**src/rtl/fixed_p_pkg.sv**
```systemverilog
// Shared helpers for the shared fixed-point multiplier.
// Purpose: product width, result/overflow slice bounds and requester-id width,
//          so the top and the arbiter derive their sizes the same way.
// Ports:   none (package).
package fixed_p_pkg;

    // Full unsigned product of two width-bit operands.
    function automatic int unsigned prod_width(input int unsigned width);
        return 2 * width;
    endfunction

    // Result slice: drop fract_width fraction bits, keep width bits above them.
    function automatic int unsigned res_hi(input int unsigned width,
                                           input int unsigned fract_width);
        return width + fract_width - 1;
    endfunction

    function automatic int unsigned res_lo(input int unsigned fract_width);
        return fract_width;
    endfunction

    // Lowest discarded product bit that signals overflow.
    function automatic int unsigned ovf_lo(input int unsigned width,
                                           input int unsigned fract_width);
        return width + fract_width;
    endfunction

    // Requester index width, never narrower than one bit.
    function automatic int unsigned id_width(input int unsigned num_req);
        return (num_req <= 1) ? 1 : $clog2(num_req);
    endfunction

endpackage

```
**src/rtl/rr_arbiter.sv**
```systemverilog
// Round-robin arbiter for the shared multiplier.
// Purpose: pick the first eligible requester searching circularly from the
//          index after the last grant; at most one grant per cycle.
// Ports:
//   clk        - clock
//   reset      - asynchronous active-high reset (pointer -> num_req-1)
//   eligible   - per-requester eligibility this cycle
//   advance    - a grant is being taken; pointer moves to grant_idx
//   grant      - one-hot grant (or zero)
//   grant_idx  - index of the granted requester (0 when no grant)
module rr_arbiter
    import fixed_p_pkg::*;
#(
    parameter int unsigned num_req = 4
) (
    input  logic                             clk,
    input  logic                             reset,
    input  logic [num_req-1:0]               eligible,
    input  logic                             advance,
    output logic [num_req-1:0]               grant,
    output logic [id_width(num_req)-1:0]     grant_idx
);

    localparam int unsigned IdW = id_width(num_req);

    logic [IdW-1:0] ptr_q;
    logic [IdW-1:0] ptr_d;
    logic [IdW-1:0] cand_idx;
    int unsigned    cand;
    logic           found;

    always_comb begin
        grant     = '0;
        grant_idx = '0;
        found     = 1'b0;
        cand      = 0;
        cand_idx  = '0;
        // Search ptr+1 .. ptr+num_req (mod num_req); the last probed index is
        // the pointer itself, so a lone requester can win back-to-back.
        for (int unsigned k = 1; k <= num_req; k++) begin
            cand = 32'(ptr_q) + k;
            if (cand >= num_req) begin
                cand = cand - num_req;
            end
            cand_idx = IdW'(cand);
            if (!found && eligible[cand_idx]) begin
                found           = 1'b1;
                grant[cand_idx] = 1'b1;
                grant_idx       = cand_idx;
            end
        end
    end

    always_comb begin
        ptr_d = ptr_q;
        if (advance) begin
            ptr_d = grant_idx;
        end
    end

    always_ff @(posedge clk or posedge reset) begin
        if (reset) begin
            ptr_q <= IdW'(num_req - 1);
        end else begin
            ptr_q <= ptr_d;
        end
    end

endmodule

```
**src/rtl/fixed_p_mult_share_arb.sv**
```systemverilog
// Shared pipelined unsigned fixed-point multiplier with go/done requesters.
// Purpose: round-robin arbitrates num_req requesters onto one 3-stage
//          multiplier; each granted request completes exactly 3 cycles later.
// Ports:
//   clk       - clock, all state on rising edge
//   reset     - asynchronous active-high reset
//   go        - per-requester request, held until that requester's done
//   left      - flattened left operands, requester i at [i*width +: width]
//   right     - flattened right operands, same packing
//   out       - truncated result, valid while some done bit is high, else held
//   done      - one-cycle completion pulse per requester
//   overflow  - discarded upper product bits nonzero, qualified by done
//   busy      - some pipeline stage holds a valid operation
module fixed_p_mult_share_arb
    import fixed_p_pkg::*;
#(
    parameter int unsigned width       = 32,
    parameter int unsigned int_width   = 8,
    parameter int unsigned fract_width = 24,
    parameter int unsigned num_req     = 4
) (
    input  logic                       clk,
    input  logic                       reset,
    input  logic [num_req-1:0]         go,
    input  logic [num_req*width-1:0]   left,
    input  logic [num_req*width-1:0]   right,
    output logic [width-1:0]           out,
    output logic [num_req-1:0]         done,
    output logic                       overflow,
    output logic                       busy
);

    localparam int unsigned ProdW = prod_width(width);
    localparam int unsigned ResHi = res_hi(width, fract_width);
    localparam int unsigned ResLo = res_lo(fract_width);
    localparam int unsigned OvfLo = ovf_lo(width, fract_width);
    localparam int unsigned IdW   = id_width(num_req);

    if (int_width + fract_width != width) begin : g_bad_format
        $error("fixed_p_mult_share_arb: int_width + fract_width must equal width");
    end
    if (num_req < 2 || num_req > 16) begin : g_bad_num_req
        $error("fixed_p_mult_share_arb: num_req must be in 2..16");
    end

    // Unpacked views of the flattened operand buses.
    logic [width-1:0] left_arr  [num_req];
    logic [width-1:0] right_arr [num_req];
    for (genvar g = 0; g < num_req; g++) begin : g_unpack
        assign left_arr[g]  = left[g*width +: width];
        assign right_arr[g] = right[g*width +: width];
    end

    logic [num_req-1:0] eligible;
    logic [num_req-1:0] grant;
    logic [IdW-1:0]     grant_idx;
    logic               grant_any;

    logic [num_req-1:0] inflight_q, inflight_d;
    logic [num_req-1:0] done_q, done_d;

    logic               s1_valid_q, s2_valid_q;
    logic [IdW-1:0]     s1_id_q, s2_id_q;
    logic [width-1:0]   s1_l_q, s1_r_q;
    logic [ProdW-1:0]   prod;
    logic [ProdW-1:0]   s2_prod_q;
    logic [width-1:0]   out_q;
    logic               ovf_q;

    // done_q blocks a regrant in the completion cycle while go is still high.
    assign eligible  = go & ~inflight_q & ~done_q;
    assign grant_any = |grant;

    rr_arbiter #(
        .num_req (num_req)
    ) u_arb (
        .clk       (clk),
        .reset     (reset),
        .eligible  (eligible),
        .advance   (grant_any),
        .grant     (grant),
        .grant_idx (grant_idx)
    );

    assign prod = ProdW'(s1_l_q) * ProdW'(s1_r_q);

    // Fraction bits below the result slice are truncated away.
    logic unused_prod_lo;
    assign unused_prod_lo = ^s2_prod_q[ResLo-1:0];

    always_comb begin
        inflight_d = inflight_q;
        if (s2_valid_q) begin
            inflight_d[s2_id_q] = 1'b0;
        end
        if (grant_any) begin
            inflight_d[grant_idx] = 1'b1;
        end
    end

    always_comb begin
        done_d = '0;
        if (s2_valid_q) begin
            done_d[s2_id_q] = 1'b1;
        end
    end

    always_ff @(posedge clk or posedge reset) begin
        if (reset) begin
            inflight_q <= '0;
            s1_valid_q <= 1'b0;
            s1_id_q    <= '0;
            s1_l_q     <= '0;
            s1_r_q     <= '0;
            s2_valid_q <= 1'b0;
            s2_id_q    <= '0;
            s2_prod_q  <= '0;
            done_q     <= '0;
            out_q      <= '0;
            ovf_q      <= 1'b0;
        end else begin
            inflight_q <= inflight_d;

            // Stage 1: capture operands at issue; later operand changes are ignored.
            s1_valid_q <= grant_any;
            if (grant_any) begin
                s1_id_q <= grant_idx;
                s1_l_q  <= left_arr[grant_idx];
                s1_r_q  <= right_arr[grant_idx];
            end

            // Stage 2: full-width product.
            s2_valid_q <= s1_valid_q;
            s2_id_q    <= s1_id_q;
            s2_prod_q  <= prod;

            // Stage 3: result and overflow hold between completions.
            done_q <= done_d;
            if (s2_valid_q) begin
                out_q <= s2_prod_q[ResHi:ResLo];
                ovf_q <= |s2_prod_q[ProdW-1:OvfLo];
            end
        end
    end

    assign out      = out_q;
    assign done     = done_q;
    assign overflow = ovf_q;
    assign busy     = s1_valid_q | s2_valid_q | (|done_q);

endmodule
```
**config.mk**
```make
export PLATFORM = sky130hd
export DESIGN_NAME = fixed_p_mult_share_arb
export DESIGN_NICKNAME = d
export VERILOG_FILES = /design/src/rtl/fixed_p_pkg.sv /design/src/rtl/rr_arbiter.sv /design/src/rtl/fixed_p_mult_share_arb.sv
export SDC_FILE = /design/constraint.sdc
export NUM_CORES = 2
export LEC_CHECK = 0
export CAP_MARGIN = 20
export CORE_ASPECT_RATIO = 1.1
export CORE_MARGIN = 2
export CORE_UTILIZATION = 45
export DETAILED_ROUTE_END_ITERATION = 8
export MAX_ROUTING_LAYER = met4
export PLACE_DENSITY_LB_ADDON = 0.25
export SKIP_CTS_REPAIR_TIMING = 1
export SLEW_MARGIN = 0
export SYNTH_ARGS = -nofsm -noshare
export SYNTH_HDL_FRONTEND = slang
export SYNTH_HIERARCHICAL = 1
export SYNTH_SLANG_ARGS = --single-unit
```
**constraint.sdc**
```tcl
create_clock -name clk -period 14.1 [get_ports clk]
set_input_delay 2.115 -clock clk [delete_from_list [all_inputs] [get_ports clk]]
set_output_delay 2.115 -clock clk [all_outputs]
set_load 0.01 [all_outputs]
```
[Yosys cells after proc, flatten, opt, wreduce, memory -nomap -nowiden]
Index checks and enable logic that the tools add are counted.
Word-level totals
  flip-flop bits (word level): 177
  logic and storage cells: 110
Cells by class
  add/sub/neg operators: 8
  multiply operators: 1
  order comparisons: 17
  mux-type cells: 44
  bitwise operators: 13
  reductions and logical operators: 15
Operator list (number)
  32-bit binary-select mux with 2-bit select: 2
  32-bit two-way mux: 4
  32-bit by 32-bit multiplier with 64-bit output: 1
  4-bit two-way mux: 7
  2-bit by 3-bit < comparator with 1-bit output, second input constant: 6
  2-bit two-way mux: 8
  4-bit bitwise OR: 4
  1-bit two-way mux: 13
  4-bit bitwise AND: 3
  1-bit demux with 2-bit select: 6
  2-bit by 1-bit >= comparator with 1-bit output, second input constant: 6
  3-bit >= comparator, second input constant: 4
  4-bit inverter: 3
  1-bit logical AND: 9
  1-bit binary-select mux with 2-bit select: 4
  4-bit OR reduction: 2
  8-bit OR reduction: 1
  2-bit by 1-bit subtractor with 2-bit output, second input constant: 4
  2-bit by 2-bit adder with 3-bit output, second input constant: 2
  2-bit by 3-bit adder with 4-bit output, second input constant: 1
  4-bit by 3-bit >= comparator with 1-bit output, second input constant: 1
  2-bit by 1-bit adder with 3-bit output, second input constant: 1
  1-bit logical NOT: 3
  2-bit inverter with 3-bit output: 1
  1-bit bitwise OR: 2

[Depth between registers and ports, before layout]
  depth after elaboration: 21
  gate-level depth with buffers: 29
  depth with buffers taken out: 28

[Modules after synthesis]
Netlist, hierarchy kept.
By module, submodules not included
  fixed_p_mult_share_arb: instances 1, cells an instance 4140, area an instance 39482.9 µm², sequential area each 3778.6 µm²
  rr_arbiter: instances 1, cells an instance 67, area an instance 568.0 µm², sequential area each 52.6 µm²

[Worst setup path after synthesis]
Ideal clock, no wire load.
  path type: reg-to-reg
  start point: reg s1_r_q[10]
  end point: reg s2_prod_q[63]
  library setup time: 129 ps
  data arrival time: 6994 ps
  data required time: 13971 ps
  setup slack: 6976 ps
  cell stages (with the launch flop): 26
  period minus slack after synthesis: 7124 ps
  cell sequence: dfrtp_1 > clkbuf_1 > and2_1 > fa_1 > fa_1 > inv_1 > fa_1 > fa_1 > inv_1 > fa_1 > fa_1 > fa_1 > inv_1 > fa_1 > inv_1 > ha_1 > buf_6 > a21o_1 > o21bai_4 > a311oi_2 > o221ai_2 > nor3_2 > a21oi_1 > a21o_1 > o22a_4 > o41a_1
Between the ends
  longest elaborated chain between the ends: 1
Ends and longest elaborated chain
  from (decl): RTL line fixed_p_mult_share_arb.sv:64  | logic [width-1:0] s1_l_q, s1_r_q;
  from (signal assigned): RTL line fixed_p_mult_share_arb.sv:129  | s1_r_q <= right_arr[grant_idx];
  32-bit by 32-bit multiplier with 64-bit output: RTL line fixed_p_mult_share_arb.sv:85  | assign prod = ProdW'(s1_l_q) * ProdW'(s1_r_q);
  named net prod[63]: RTL line fixed_p_mult_share_arb.sv:65  | logic [ProdW-1:0] prod;
  to (signal assigned): RTL line fixed_p_mult_share_arb.sv:135  | s2_prod_q <= prod;
  to (decl): RTL line fixed_p_mult_share_arb.sv:66  | logic [ProdW-1:0] s2_prod_q;
The timed path passes the listed nets, and every way through them passes these cells.
A chain may end at the register's enable or synchronous reset.

[Worst setup path in the final report]
  start point: reg s1_l_q[7]
  end point: reg s2_prod_q[52]
Between the ends
  longest elaborated chain between the ends: 1
Ends and longest elaborated chain
  from (decl): RTL line fixed_p_mult_share_arb.sv:64
  from (signal assigned): RTL line fixed_p_mult_share_arb.sv:128  | s1_l_q <= left_arr[grant_idx];
  32-bit by 32-bit multiplier with 64-bit output: RTL line fixed_p_mult_share_arb.sv:85
  named net prod[52]: RTL line fixed_p_mult_share_arb.sv:65
The timed path passes the listed nets, and every way through them passes these cells.

==> flow_summary.yaml <==
cells_and_area:
  fillers: 8182
  area_delta_synth_final_pct: 11.8
  nNetsFinal: 5777
  drive_above_1_share_pct: 5.27
placement:
  io_buffers: 299
  gp_congestion: 0.933
  pre_cts_ws_ps: 5800
  hpwl_um: 86100
global_routing:
  grt_pass1_vias: 32600
  antenna_found_initial: 2
  overflow: 0
  grt_max_degree: 101
  grt_pass1_wl_um: 177000
  track_usage_pct: 26.2
floorplan:
  die-area_um2: 91400
  fp.dieW_um: 288
  coreArea_um2: 88000
  die_h_um: 317
  rows: 114
  initial_utilization_pct: 45.5
  io_pins: 300
sta:
  setup_viol_count_final: 0
  finalMaxSlewViolations: 0
  setup_slack_ps: 5810
  setup_tns_ps: 0
  finalCritPeriodShare_pct: 58.8
  max_clock_freq_mhz: 121
  finalHoldViolCount: 0
  rsz0062_at_grt: "false"
  slew_headroom_pct: 35.9
  min_period_ps: 8290
  worst_pin_slew_ps: 950
  clock_skew_ps: 21.4
worst_setup_path:
  cp.arrival_ps: 8710
  end_kind: "flop"
  cp_slowest_cell: "dfrtp_1"
  critPathKind: "flop to flop"
  critPathMostFrequentCell: "fa_1"
  worst-path-max-fanout: 17
  r2r_slack_ps: 5810
  reg2regPathDepth: 25
  cp-start-kind: "flop"
  required_ps: 14510
  max_stage_delay_ps: 870
yosys:
  avgSynthCellArea_um2: 9.52
  synth_common_cells: "inv_1, fa_1, nand2_1"
  synth_ff_type: "dfrtp_1"
  yosys.area.top_type: "fa_1"
  synth_most_common_cell: "inv_1"
  synth_area_um2: 40100
  yosysUniqueCellTypes: 74
  synth_edf_count: 0
  syn_inst: 4207
  synth_async_sr_flop_share_pct: 100
  yosysTopAreaCellShare_pct: 44.7
  syn_nets: 5632
  synth.area.top_cells: "fa_1, dfrtp_1, and2_1"
  yosys_warnings: 6
  ys_ff_latch: 153
  synth-seq-area-share_pct: 9.57
detailed_routing:
  routed_wirelength_um: 110000
  detail_route.wl_per_cell_um: 19.9
  firstDrtPassIters: 5
  avgViaCountPerCell: 5.24
  postRouteAntennaNets: 0
  vias: 28900
  drt_iter0_markers: 1404
  drc_errors: 0
clock_network:
  h-tree-depth: 4
  clockRootBuffer: "clkbuf_16"
  ctsLongestPathBuffers: 2
  cts_buffers: 17
  path_clk_slew_ps: 80
  tritoncts: "done"
  clk-insertion-delay-late_ps: 500
  clock-sinks: 153
pwr:
  cellPowerDensity_nw_per_um2: 22.9
  vdd_drop_max_v: 0.0000897
  p_total_mw: 1.02
  power_leakage_nw: 22.6
flow_run:
  cap_violations: 0
outcome:
  status: "finished, final reports clean"
hold_path:
  hold_depth: 0
  hold_path.class: "flop to flop"
==> critical path: cells and delay by family (launching register included) <==
family / cells / cell delay (ps)
flip-flops: 1 / 870
AO/OA/AOI/OAI: 7 / 2020
XOR/XNOR: 1 / 120
AND/OR/NAND/NOR: 3 / 540
buffers and inverters: 5 / 260
adder cells (fa/ha/maj): 9 / 4390
==> final timing paths <==
check                                        from                         end
hold / removal             s1_id_q[1]$_DFFE_PP0N_        s2_id_q[1]$_DFF_PP0_
setup reg to reg            s1_l_q[7]$_DFFE_PP0N_     s2_prod_q[52]$_DFF_PP0_
setup / recovery            s1_l_q[7]$_DFFE_PP0N_     s2_prod_q[52]$_DFF_PP0_
max in group asynchronous                   reset      s1_r_q[27]$_DFFE_PP0N_
hold reg to reg            s1_id_q[1]$_DFFE_PP0N_        s2_id_q[1]$_DFF_PP0_
min in group asynchronous                   reset  u_arb/ptr_q[1]$_DFFE_PP1P_
==> state kept, by name (all words and copies together), names as in the netlist, 2 cells and up <==
register     cells
done             4
u_arb/ptr_q      2
out             32
s2_id_q          2
s1_r_q          32
inflight_q       4
s1_id_q          2
s1_l_q          32
s2_prod_q       40
==> cell usage in the layout, fill, tap and decap left out, types with 65 or more instances in the layout <==
cell               n
a21oi_1           65
and2_1           596
buf_4             70
clkdlybuf4s50_1  299
dfrtp_1          151
fa_1             895
ha_1             268
inv_1            903
mux4_2            65
nand2_1          664
==> metal layers <==
metal	vias to the layer above	GRT usage [%]	share of wire (%)
li1	12700	-	-
met1	15300	29.9	38
met2	744	47.2	54
met3	225	2.33	3.4
met4	0	10.9	4.4
met5	-	-	0
==> final cells by class <==
class | instances | area (um^2) | share of cell area (%)
antenna | 1 | 2.50 | 0.00559
sequential | 153 | 3830 | 8.56
timing repair buffer | 371 | 3570 | 7.98
tap | 1160 | 1450 | 3.24
multi-input combinational | 2904 | 31900 | 71.3
clock inverter | 14 | 171 | 0.383
clock buffer | 18 | 439 | 0.981
inverter | 905 | 3400 | 7.60
==> power by group <==
part,internal [mW],switching [mW],total [mW]
combinational,0.0745,0.0218,0.0963
clock,0.244,0.245,0.489
sequential,0.438,0,0.438
==> cell families after synthesis <==
family | share of synthesized area (%)
AND/OR/NAND/NOR | 17.1
XOR/XNOR | 0.918
buffers and inverters | 10.8
flip-flops | 9.57
multiplexers | 4.79
adder cells (fa/ha/maj) | 53.1
AO/OA/AOI/OAI | 3.63
==> stage by stage <==
step	util [%]	area (um^2)	hold WS [ps]	instances
floorplan	-	40100	354	4207
global placement	50.1	44100	357	5491
detailed placement	50.1	44100	363	5492
CTS	50.8	44700	381	5524
global route	50.9	44800	395	5525
finish	50.9	44800	378	5526
(Power assumes the default switching activity.)
